### src/rtl/im2col_stream_scheduler.sv
// Layer-level sequencer for one im2col converter: validates the layer shape, derives the
// converter's jump constants and walks one converter stream per channel of the stacked ifmap.
module im2col_stream_scheduler #(
    parameter int FILTER_SIZE = 5,
    parameter int VECTOR_ROWS = 4,
    parameter int ADDR_W      = 14
) (
    input  logic              clock,
    input  logic              reset,
    input  logic              start,
    input  logic              abort,
    input  logic [5:0]        cfg_ifmap_size,
    input  logic [4:0]        cfg_num_channels,
    output logic              busy,
    output logic              cfg_error,
    output logic              done,
    output logic [3:0]        channel_idx,
    output logic              conv_reset,
    output logic              conv_enable,
    output logic [9:0]        conv_ifmap_len,
    output logic [4:0]        conv_ofmap_size,
    output logic [9:0]        conv_next_weight_row_jump,
    output logic [9:0]        conv_next_ifmap_row_jump,
    output logic [9:0]        conv_next_vector_jump,
    input  logic [9:0]        conv_read_psum_addr,
    input  logic              conv_stream_done,
    output logic [ADDR_W-1:0] rd_addr,
    output logic              rd_valid
);

    localparam logic [2:0] S_IDLE = 3'd0;
    localparam logic [2:0] S_CALC = 3'd1;
    localparam logic [2:0] S_RUN  = 3'd2;
    localparam logic [2:0] S_GAP  = 3'd3;
    localparam logic [2:0] S_FIN  = 3'd4;

    localparam int VR_SHIFT = $clog2(VECTOR_ROWS);

    logic [2:0]        state;
    logic [5:0]        size_q;
    logic [4:0]        nch_q;
    logic [ADDR_W-1:0] base;
    logic              stream_done_q;
    logic              last_channel;
    int                size_i;

    function automatic logic cfg_legal(input logic [5:0] size, input logic [4:0] nch);
        int s;
        int n;
        s = int'(size);
        n = int'(nch);
        return (s >= 8) && (s <= 32) && ((s % VECTOR_ROWS) == 0) && (n >= 1) && (n <= 16);
    endfunction

    assign size_i       = int'(size_q);
    assign last_channel = ({1'b0, channel_idx} == (nch_q - 5'd1));
    assign busy         = (state != S_IDLE);
    assign done         = (state == S_FIN);
    // The converter only advances while streaming; the cycle after its done is a drain cycle.
    assign conv_enable  = (state == S_RUN) && !stream_done_q;
    assign conv_reset   = reset || abort || (state == S_IDLE) || (state == S_GAP) || (state == S_FIN);

    always_ff @(posedge clock) begin
        if (reset) begin
            state                     <= S_IDLE;
            size_q                    <= '0;
            nch_q                     <= '0;
            base                      <= '0;
            stream_done_q             <= 1'b0;
            cfg_error                 <= 1'b0;
            channel_idx               <= '0;
            rd_addr                   <= '0;
            rd_valid                  <= 1'b0;
            conv_ifmap_len            <= '0;
            conv_ofmap_size           <= '0;
            conv_next_weight_row_jump <= '0;
            conv_next_ifmap_row_jump  <= '0;
            conv_next_vector_jump     <= '0;
        end else if (abort) begin
            state         <= S_IDLE;
            stream_done_q <= 1'b0;
            cfg_error     <= 1'b0;
            rd_valid      <= 1'b0;
        end else begin
            cfg_error <= 1'b0;
            rd_valid  <= 1'b0;
            case (state)
                S_IDLE: begin
                    if (start) begin
                        size_q <= cfg_ifmap_size;
                        nch_q  <= cfg_num_channels;
                        if (cfg_legal(cfg_ifmap_size, cfg_num_channels)) begin
                            state       <= S_CALC;
                            channel_idx <= '0;
                            base        <= '0;
                        end else begin
                            cfg_error <= 1'b1;
                        end
                    end
                end
                S_CALC: begin
                    conv_ifmap_len            <= 10'(size_i * size_i - 1);
                    conv_ofmap_size           <= 5'((size_i - VECTOR_ROWS) >> VR_SHIFT);
                    conv_next_weight_row_jump <= 10'(size_i - (FILTER_SIZE - 1 + VECTOR_ROWS - 1));
                    conv_next_ifmap_row_jump  <= 10'(size_i * FILTER_SIZE - 1 - size_i);
                    conv_next_vector_jump     <= 10'((FILTER_SIZE - 1) * (size_i + 1) + VECTOR_ROWS - 1 - VECTOR_ROWS);
                    state                     <= S_RUN;
                end
                S_RUN: begin
                    if (!stream_done_q) begin
                        rd_valid      <= 1'b1;
                        rd_addr       <= base + ADDR_W'(conv_read_psum_addr);
                        stream_done_q <= conv_stream_done;
                    end else begin
                        stream_done_q <= 1'b0;
                        state         <= last_channel ? S_FIN : S_GAP;
                    end
                end
                S_GAP: begin
                    channel_idx <= channel_idx + 4'd1;
                    base        <= base + ADDR_W'(conv_ifmap_len) + ADDR_W'(1);
                    state       <= S_RUN;
                end
                S_FIN: begin
                    state <= S_IDLE;
                end
                default: begin
                    state <= S_IDLE;
                end
            endcase
        end
    end

endmodule

### config.mk
export PLATFORM = sky130hd
export DESIGN_NAME = im2col_stream_scheduler
export DESIGN_NICKNAME = d
export VERILOG_FILES = /design/src/rtl/im2col_stream_scheduler.sv
export SDC_FILE = /design/constraint.sdc
export NUM_CORES = 1
export LEC_CHECK = 0
export BUFFER_PORTS_ARGS = -buffer_cell sky130_fd_sc_hd__buf_2
export CORE_MARGIN = 3
export CORE_UTILIZATION = 45
export DETAILED_ROUTE_END_ITERATION = 12
export PLACE_DENSITY = 0.66
export SLEW_MARGIN = 20
export SYNTH_ARGS = -nofsm -noshare
export SYNTH_HDL_FRONTEND = slang
export SYNTH_SLANG_ARGS = --single-unit
### constraint.sdc
create_clock -name clock -period 5.12 [get_ports clock]
set_input_delay 0.512 -clock clock [delete_from_list [all_inputs] [get_ports clock]]
set_output_delay 0.512 -clock clock [all_outputs]
set_load 0.1 [all_outputs]
# ---- Word level (Yosys, flattened, before mapping)
# Index checks and enable logic that the tools add are counted.
# W data, S select, Z words.
dict set report word_totals {
  ff_bits 94
  in_bits 26
  out_inout_bits 69
  elab_cells 84
}
dict set report op_classes {
  n_addsub 14
  multipliers 2
  magnitude_cmp 4
  n_eq_ne 8
  muxes 14
  bitwise_logic 5
  reduce_logical 23
}
# cell n
set op_table {}
lappend op_table {{$logic_not A32 Y1} 1}
lappend op_table {{$add A14 B10 Y14} 2}
lappend op_table {{$mux W14} 2}
lappend op_table {{$pmux W14 S2} 1}
lappend op_table {{$sub A10 B1 Y10 const B} 2}
lappend op_table {{$add A14 B1 Y14 const B} 1}
lappend op_table {{$sub A6 B3 Y7 const B} 2}
lappend op_table {{$mux W3} 4}
lappend op_table {{$add A9 B3 Y10 const B} 1}
lappend op_table {{$mul A6 B6 Y10} 1}
lappend op_table {{$sub A10 B4 Y10 const B} 1}
lappend op_table {{$sub A10 B7 Y10} 1}
lappend op_table {{$sub A9 B1 Y10 const B} 1}
lappend op_table {{$mul A6 B3 Y9 const B} 1}
lappend op_table {{$pmux W3 S3} 1}
lappend op_table {{$reduce_and A3 Y1} 3}
lappend op_table {{$mux W4} 2}
lappend op_table {{$pmux W4 S2} 1}
lappend op_table {{$add A6 B1 Y7 const B} 1}
lappend op_table {{$eq A3 B2 Y1 const B} 2}
lappend op_table {{$ge A6 B4 Y1 const B} 1}
lappend op_table {{$le A6 B6 Y1 const B} 1}
lappend op_table {{$eq A4 B5 Y1} 1}
lappend op_table {{$ge A5 B1 Y1 const B} 1}
lappend op_table {{20 further kinds} 35}

# ---- Depth between registers and ports, before layout
# Gate-level depths: netlist of the first run.
dict set report depth {
  ltp_word 8
  depth_mapped 15
  mapped_depth_nobuf 15
}

# ---- Worst setup path before layout of the first run
# No wires, ideal clock.
dict set report synth_path {
  path_kind {flip-flop to flip-flop}
  startpoint {reg size_q[1]}
  endpoint {reg conv_ifmap_len[9]}
  setup_time_ps 86
  t_arrival_ps 3795
  t_required_ps 5034
  path_slack_ps 1239
  stages_incl_launch_ff 16
  path_buffers 0
  synth_period_minus_slack_ps 3881
  cell_sequence {dfxtp_1 -> ha_1 -> ha_1 -> xnor2_1 -> ha_1 -> fa_1 -> inv_1 -> fa_1 -> inv_1 -> ha_1 -> a21oi_1 -> a21oi_1 -> a211oi_1 -> a21oi_1 -> xnor2_1 -> a211oi_1}
}
dict set report synth_via {
  elab_chain_cells 2
}
# element line_no
set synth_rtl {}
lappend synth_rtl {{start, declared} 40} ;# logic [5:0] size_q;
lappend synth_rtl {{start signal, assigned} 90} ;# size_q <= cfg_ifmap_size;
lappend synth_rtl {{$mul A6 B6 Y10} 102} ;# conv_ifmap_len <= 10'(size_i * size_i - 1);
lappend synth_rtl {{$sub A10 B1 Y10} 102}
lappend synth_rtl {{end signal, assigned} 102}
lappend synth_rtl {{end, declared} 20} ;# output logic [9:0] conv_ifmap_len,
# No other way between the ends.
# A chain may end at the register's enable or synchronous reset.

# ---- Final worst setup path of the first run
dict set report layout_path {
  startpoint {reg size_q[3]}
  endpoint {reg conv_ifmap_len[9]}
}
# Same word-level chain as after synthesis.

==> results.yml, run 1 <==
synth:
  ys_seq_area_frac: 0.293
  synth_edf_count: 0
  async_flop_share: 0
  synth.distinct_cells: 60
  syn_nets: 821
  synthCells: 716
  ys_ff_latch: 86
  synth-main-ff-cell: "dfxtp_1"
  synthesis.area_um2: 5880
  yosysWarnings: 0
  postSynthAreaPerCell_um2: 8.21
layout:
  seqCellArea_um2: 1720
  nNetsFinal: 891
  multi_input_area_um2: 3820
  drive_gt1_frac: 0.162
  areaGrowthSynthToFinish_pct: 14.1
  num-fill-cells: 1241
  antennaDiodeCount: 0
power_and_ir_drop:
  p_per_area_nw_per_um2: 226
  max-vdd-ir-drop_mv: 0.136
  p_leak_nw: 2.93
global_routing:
  antenna_found_initial: 0
  grt_max_degree: 84
  grt_pass1_vias: 4874
  grt_pass1_wl_mm: 22.7
  grt_overflow_total: 0
  grt_util_all_layers: 0.191
sta:
  setup_slack_ns: 0.733
  setup_viol: 0
  slew_violations: 0
  layout_min_cycle_time_ns: 4.39
  rsz0062_at_grt: "no"
  hold_ws_ns: 0.431
  tns_ns: 0
  tightestPinTransition_ns: 1.03
  hold_violations: 0
  finalClockSkew_ns: 0.00841
  fmax_mhz: 228
  fin_crit_sh: 0.857
  slew-limit-headroom: 0.311
detailed_routing:
  drtAntennaViolNets: 0
  via_per_inst: 5.34
  met3WireLength_um: 572
  initialDrtViolationCount: 343
  m1WireLength_mm: 6.13
  vias: 5139
  top_layer: "met4"
  wl_met2_mm: 6.86
  detail_route.wl_per_cell_um: 14.4
  drtPass1Iterations: 5
  drc: 0
  wl_mm: 13.8
worst_setup_path:
  rr_worst_depth: 15
  critPathLaunchType: "flop"
  reg2reg_to: "conv_ifmap_len[9]"
  critPathRequiredTime_ns: 5.37
  end_kind: "flop"
  cp.arrival_ns: 4.64
  rrSetupSlack_ns: 0.73
  crit_fanout: 13
  rr_startpoint: "size_q[3]"
  critPathKind: "reg2reg"
run_status:
  outcome: "completed"
die:
  start_util: 0.462
  fp.dieH_um: 120
  core-area_um2: 12700
  ios: 95
  dieArea_um2: 14500
  dieWidth_um: 120
  std_cell_rows: 41
cts:
  post_cts_buffers: 0
  hold_buffers: 0
  htreeDepth: 3
  clk_pin_slew_worst_paths_ns: 0.07
  cts_buffers: 9
  cts.sinks: 86
  ctsRootBufferMaster: "clkbuf_16"
  clock_latency_ns: 0.34
  cts_buffer_depth: 2
  cts_tree: "yes"
  postCtsResizedCells: 0
worst_hold_path:
  min_to: "nch_q[1]"
  hold_path_depth: 3
  hold_start: "cfg_num_channels[1]"
  min_path_type: "in2reg"
placed_design:
  gp_congestion: 0.884
  post-place-ws_ns: 0.756
  dp_hpwl_mm: 10.4
  port_buffers: 94
flow_run:
  maxCapViolations: 0
worst max-delay path by stage:
stage	from	endpoint	slack, ns
final	size_q[3]	conv_ifmap_len[9]	0.73
after global placement	size_q[3]	conv_ifmap_len[9]	0.96
after floorplan	size_q[1]	conv_ifmap_len[9]	1.24
after CTS	size_q[3]	conv_ifmap_len[9]	0.72
after global routing	size_q[3]	conv_ifmap_len[9]	0.42
after detailed placement	size_q[3]	conv_ifmap_len[9]	0.76
sequential cells by signal, summed over array words and instances, names as in the netlist:
| register | count |
|---|---|
| base | 14 |
| rd_addr | 14 |
| conv_ifmap_len | 9 |
| conv_next_ifmap_row_jump | 9 |
| conv_next_vector_jump | 8 |
| conv_next_weight_row_jump | 6 |
| size_q | 6 |
| conv_ofmap_size | 5 |
| nch_q | 5 |
| channel_idx | 4 |
| state | 3 |
| cfg_error | 1 |
| rd_valid | 1 |
| stream_done_q | 1 |
layer usage:
metal / vias up / track usage
li1: 2600 / -
met1: 2404 / 0.234
met2: 109 / 0.331
met3: 26 / 0.0402
met4: 0 / 0.0708
met5: - / 0
through the flow:
stage	cell area [um2]	util	power (W)	std cells
after floorplan	5880	-	0.000864	716
after global placement	6440	0.506	0.000910	947
after detailed placement	6440	0.506	0.000916	947
after CTS	6710	0.528	0.00153	963
after global routing	6710	0.528	0.00158	963
final	6710	0.528	0.00151	963
power by group:
group	internal [W]	switching, W	total (W)
Sequential	0.000675	0.00000773	0.000682
Combinational	0.0000900	0.000130	0.000220
Clock	0.000340	0.000271	0.000611
Total	0.00110	0.000409	0.00151
logic make-up (layout without fill, tap and decap cells):
group	Yosys count	after routing	synth area share
simple gates	246	246	0.194
fa+ha+maj	79	79	0.187
compound gates	157	157	0.170
flops	86	86	0.293
buf+inv	84	159	0.0592
mux	5	5	0.00915
xor+xnor	59	59	0.0879
layout by cell type, fill, tap and decap left out, types with 4 or more instances in the layout:
master,Yosys,routed
nand2_1,96,96
buf_2,2,94
dfxtp_1,86,86
a21oi_1,65,65
nor2_1,64,64
ha_1,64,64
xnor2_1,47,47
inv_1,41,41
a211oi_1,21,21
nor3_1,17,16
fa_1,15,15
xor2_1,12,12
o21ai_0,12,12
nand3_1,12,12
nand2b_1,9,9
clkbuf_16,0,9
or3_1,7,7
nor2b_1,7,7
a21o_1,7,7
a31oi_1,7,7
buf_4,8,7
o21a_1,6,6
a22oi_1,6,6
nand3b_1,5,5
or4_1,5,5
and2_1,4,4
a21boi_0,4,4
o31ai_1,4,4
cell usage after synthesis (all sizes together), types with 7 or more instances:
master | instances | area share
nand3 | 12 | 0.010
a211oi | 22 | 0.029
o21ai | 14 | 0.013
a21oi | 65 | 0.055
xnor2 | 47 | 0.070
clkbuf | 30 | 0.019
a21o | 8 | 0.010
or3 | 7 | 0.0074
nor2b | 7 | 0.0074
nand2 | 96 | 0.061
nor2 | 65 | 0.042
dfxtp | 86 | 0.29
inv | 41 | 0.026
ha | 64 | 0.14
fa | 15 | 0.051
xor2 | 12 | 0.018
nor3 | 17 | 0.014
buf | 12 | 0.013
a31oi | 7 | 0.0074
nand2b | 9 | 0.0096
final cells by class:
class,instances,share of cell area
Multi-Input combinational cell,546,0.570
Sequential cell,86,0.257
Timing Repair Buffer,101,0.0779
Clock buffer,12,0.0367
Tap cell,172,0.0321
Inverter,42,0.0235
Clock inverter,4,0.00336
critical path: stages (launching register included):
cell and delay [ns]:
dfxtp_1 0.64, ha_1 0.31, ha_1 0.26, xnor2_1 0.18, ha_1 0.28, fa_1 0.52
inv_1 0.05, fa_1 0.50, inv_1 0.04, ha_1 0.33, a21oi_1 0.21, a21oi_1 0.11
a211oi_1 0.37, a21oi_1 0.13, xnor2_1 0.15, a211oi_1 0.23
(Power assumes the default switching activity.)
==> run 2: changes to the inputs <==
GPL_ROUTABILITY_DRIVEN = 0   (was unset)
RECOVER_POWER = 100   (was unset)
==> results.yml, run 2 (synthesis gave the netlist of run 1 again) <==
sta:
  finalClockSkew_ns: 0.00860
  tns_ns: 0
  layout_min_cycle_time_ns: 4.57
  setup_viol: 0
  fmax_mhz: 219
  rsz0062_at_grt: "no"
  tightestPinTransition_ns: 2.15
  fin_crit_sh: 0.892
  hold_violations: 0
  slew_violations: 90
  slew-limit-headroom: -0.436
flow_run:
  maxCapViolations: 3
detailed_routing:
  drtPass1Iterations: 4
  vias: 5154
  via_per_inst: 5.35
  drtAntennaViolNets: 0
  detail_route.wl_per_cell_um: 14.4
  initialDrtViolationCount: 341
  drc: 0
  wl_mm: 13.9
worst_setup_path:
  cp.depth: 15
  crit_fanout: 18
  critPathCapture: "conv_ifmap_len[9]"
  startpoint: "size_q[2]"
  crit_buf_inv: 3
  critPathRequiredTime_ns: 5.24
  reg2reg_to: "conv_ifmap_len[9]"
  end_kind: "flop"
  critPathKind: "reg2reg"
  critPathLaunchType: "flop"
  cpPeakStageDelay_ns: 0.65
  rr_startpoint: "size_q[2]"
  crit_slowest_cell: "clkbuf_1"
  cp_cell_sequence: "clkbuf_1, ha_1, inv_1, fa_1, inv_1, fa_1, fa_1, ha_1, ha_1, nand2_1, a21oi_1, a211oi_1, a21oi_1, xnor2_1, a211oi_1"
  cp.arrival_ns: 4.69
  rr_worst_depth: 15
  crit_family: "adder cells"
  rrSetupSlack_ns: 0.55
die:
  dieArea_um2: 14500
  std_cell_rows: 41
  core-area_um2: 12700
  dieWidth_um: 120
  fp.dieH_um: 120
  ios: 95
  start_util: 0.462
run_status:
  outcome: "complete, but fails checks"
  violations: "max-capacitance violations, max-slew violations"
layout:
  antennaDiodeCount: 0
  final_cell_mix: "96 x nand2_1, 86 x dfxtp_1, 75 x clkbuf_1"
  seqCellArea_um2: 1720
  nNetsFinal: 891
  multi_input_area_um2: 3800
  final_cell_area_um2: 6580
  layout_commonest_cell: "nand2_1"
  drive_gt1_frac: 0.0645
  num-fill-cells: 1289
  areaGrowthSynthToFinish_pct: 12.0
  reg_top3: "base (14), rd_addr (14)"
placed_design:
  dp_hpwl_mm: 10.4
  port_buffers: 94
  placed_area_um2: 6440
global_routing:
  antenna_found_initial: 0
  grt_util_all_layers: 0.191
  grt_pass1_vias: 4874
  grt_max_degree: 84
  grt_pass1_wl_mm: 22.7
  grt_overflow_total: 0
cts:
  hold_buffers: 0
  cts_buffer_depth: 2
  postCtsResizedCells: 0
  cts_buffers: 9
  clk_pin_slew_worst_paths_ns: 0.06
  clock_latency_ns: 0.34
  post_cts_buffers: 0
  htreeDepth: 3
  ctsRootBufferMaster: "clkbuf_16"
  cts.sinks: 86
  cts_tree: "yes"
power_and_ir_drop:
  swShare: 0.270
  clockPowerShare: 0.404
  pwr-share-seq: 0.452
  pwr-share-comb: 0.144
  p_leak_nw: 2.61
  max-vdd-ir-drop_mv: 0.135
  p_int_w: 0.00110
  p_switching_w: 0.000408
  p_per_area_nw_per_um2: 229
worst_hold_path:
  min_path_type: "in2reg"
## run 2: cell types whose count changed in the layout (fill, tap and decap cells not counted)
| cell | delta |
|---|---|
| a211oi_2 | -1 |
| nor3_2 | -1 |
| and2_1 | -1 |
| a211oi_1 | +1 |
| nor4b_1 | +1 |
| o21ai_0 | +1 |
| buf_2 | -70 |
| nor3_1 | +1 |
| o21ai_2 | -1 |
| nor4b_4 | -1 |
| clkbuf_1 | +73 |
| and2_0 | +1 |
| buf_4 | -3 |
## run 2: final cells by class
class,instances,area share
Multi-Input combinational cell,546,0.577
Sequential cell,86,0.261
Timing Repair Buffer,101,0.0644
Clock buffer,12,0.0374
Tap cell,172,0.0327
Inverter,42,0.0239
Clock inverter,4,0.00342
## run 2: through the flow
step | instances | total power (W) | worst slack (ns) | hold WS [ns] | util
global placement | 947 | 0.000910 | 0.964 | 0.435 | 0.506
global route | 963 | 0.00158 | 0.267 | 0.426 | 0.518
CTS | 963 | 0.00153 | 0.723 | 0.414 | 0.528
detailed placement | 947 | 0.000916 | 0.756 | 0.442 | 0.506
floorplan | 716 | 0.000864 | 1.24 | 0.449 | -
finish | 963 | 0.00151 | 0.551 | 0.425 | 0.518
## run 2: metal layers
layer  vias to the layer above  GRT usage  share of wire
li1                       2601          -              -
met1                      2414      0.234           0.45
met2                       112      0.331           0.49
met3                        27     0.0402          0.041
met4                         0     0.0708          0.020
met5                         -          0              0
## run 2: how the worst min path moves through the flow
stage                             to  slack [ns]           startpoint  cells past startpoint
after floorplan             nch_q[1]        0.45             nch_q[1]                      2
after global placement    rd_addr[5]        0.44           rd_addr[5]                      2
after detailed placement  rd_addr[5]        0.44           rd_addr[5]                      2
after CTS                   nch_q[1]        0.41  cfg_num_channels[1]                      3
after global routing        nch_q[1]        0.43  cfg_num_channels[1]                      3
final                      size_q[2]        0.42    cfg_ifmap_size[2]                      3
## run 2: worst reg2reg max path: cells and delay by family (launching register included)
kind | cells | cell delay (ns)
AOI/OAI and AO/OA | 4 | 0.63
xor gates and xnor gates | 1 | 0.17
adders and majority gates | 6 | 2.37
buffers and inverters | 3 | 0.78
DFF | 1 | 0.33
and+or+nand+nor | 1 | 0.08
## run 2: power by group through the flow
stage          clock, W  sequential (W)  combinational (W)
6_report       0.000611        0.000682           0.000217
5_1_grt        0.000655        0.000683           0.000244
4_1_cts        0.000629        0.000682           0.000222
3_5_place_dp          0        0.000697           0.000219
3_3_place_gp          0        0.000697           0.000213
2_1_floorplan         0        0.000706           0.000158
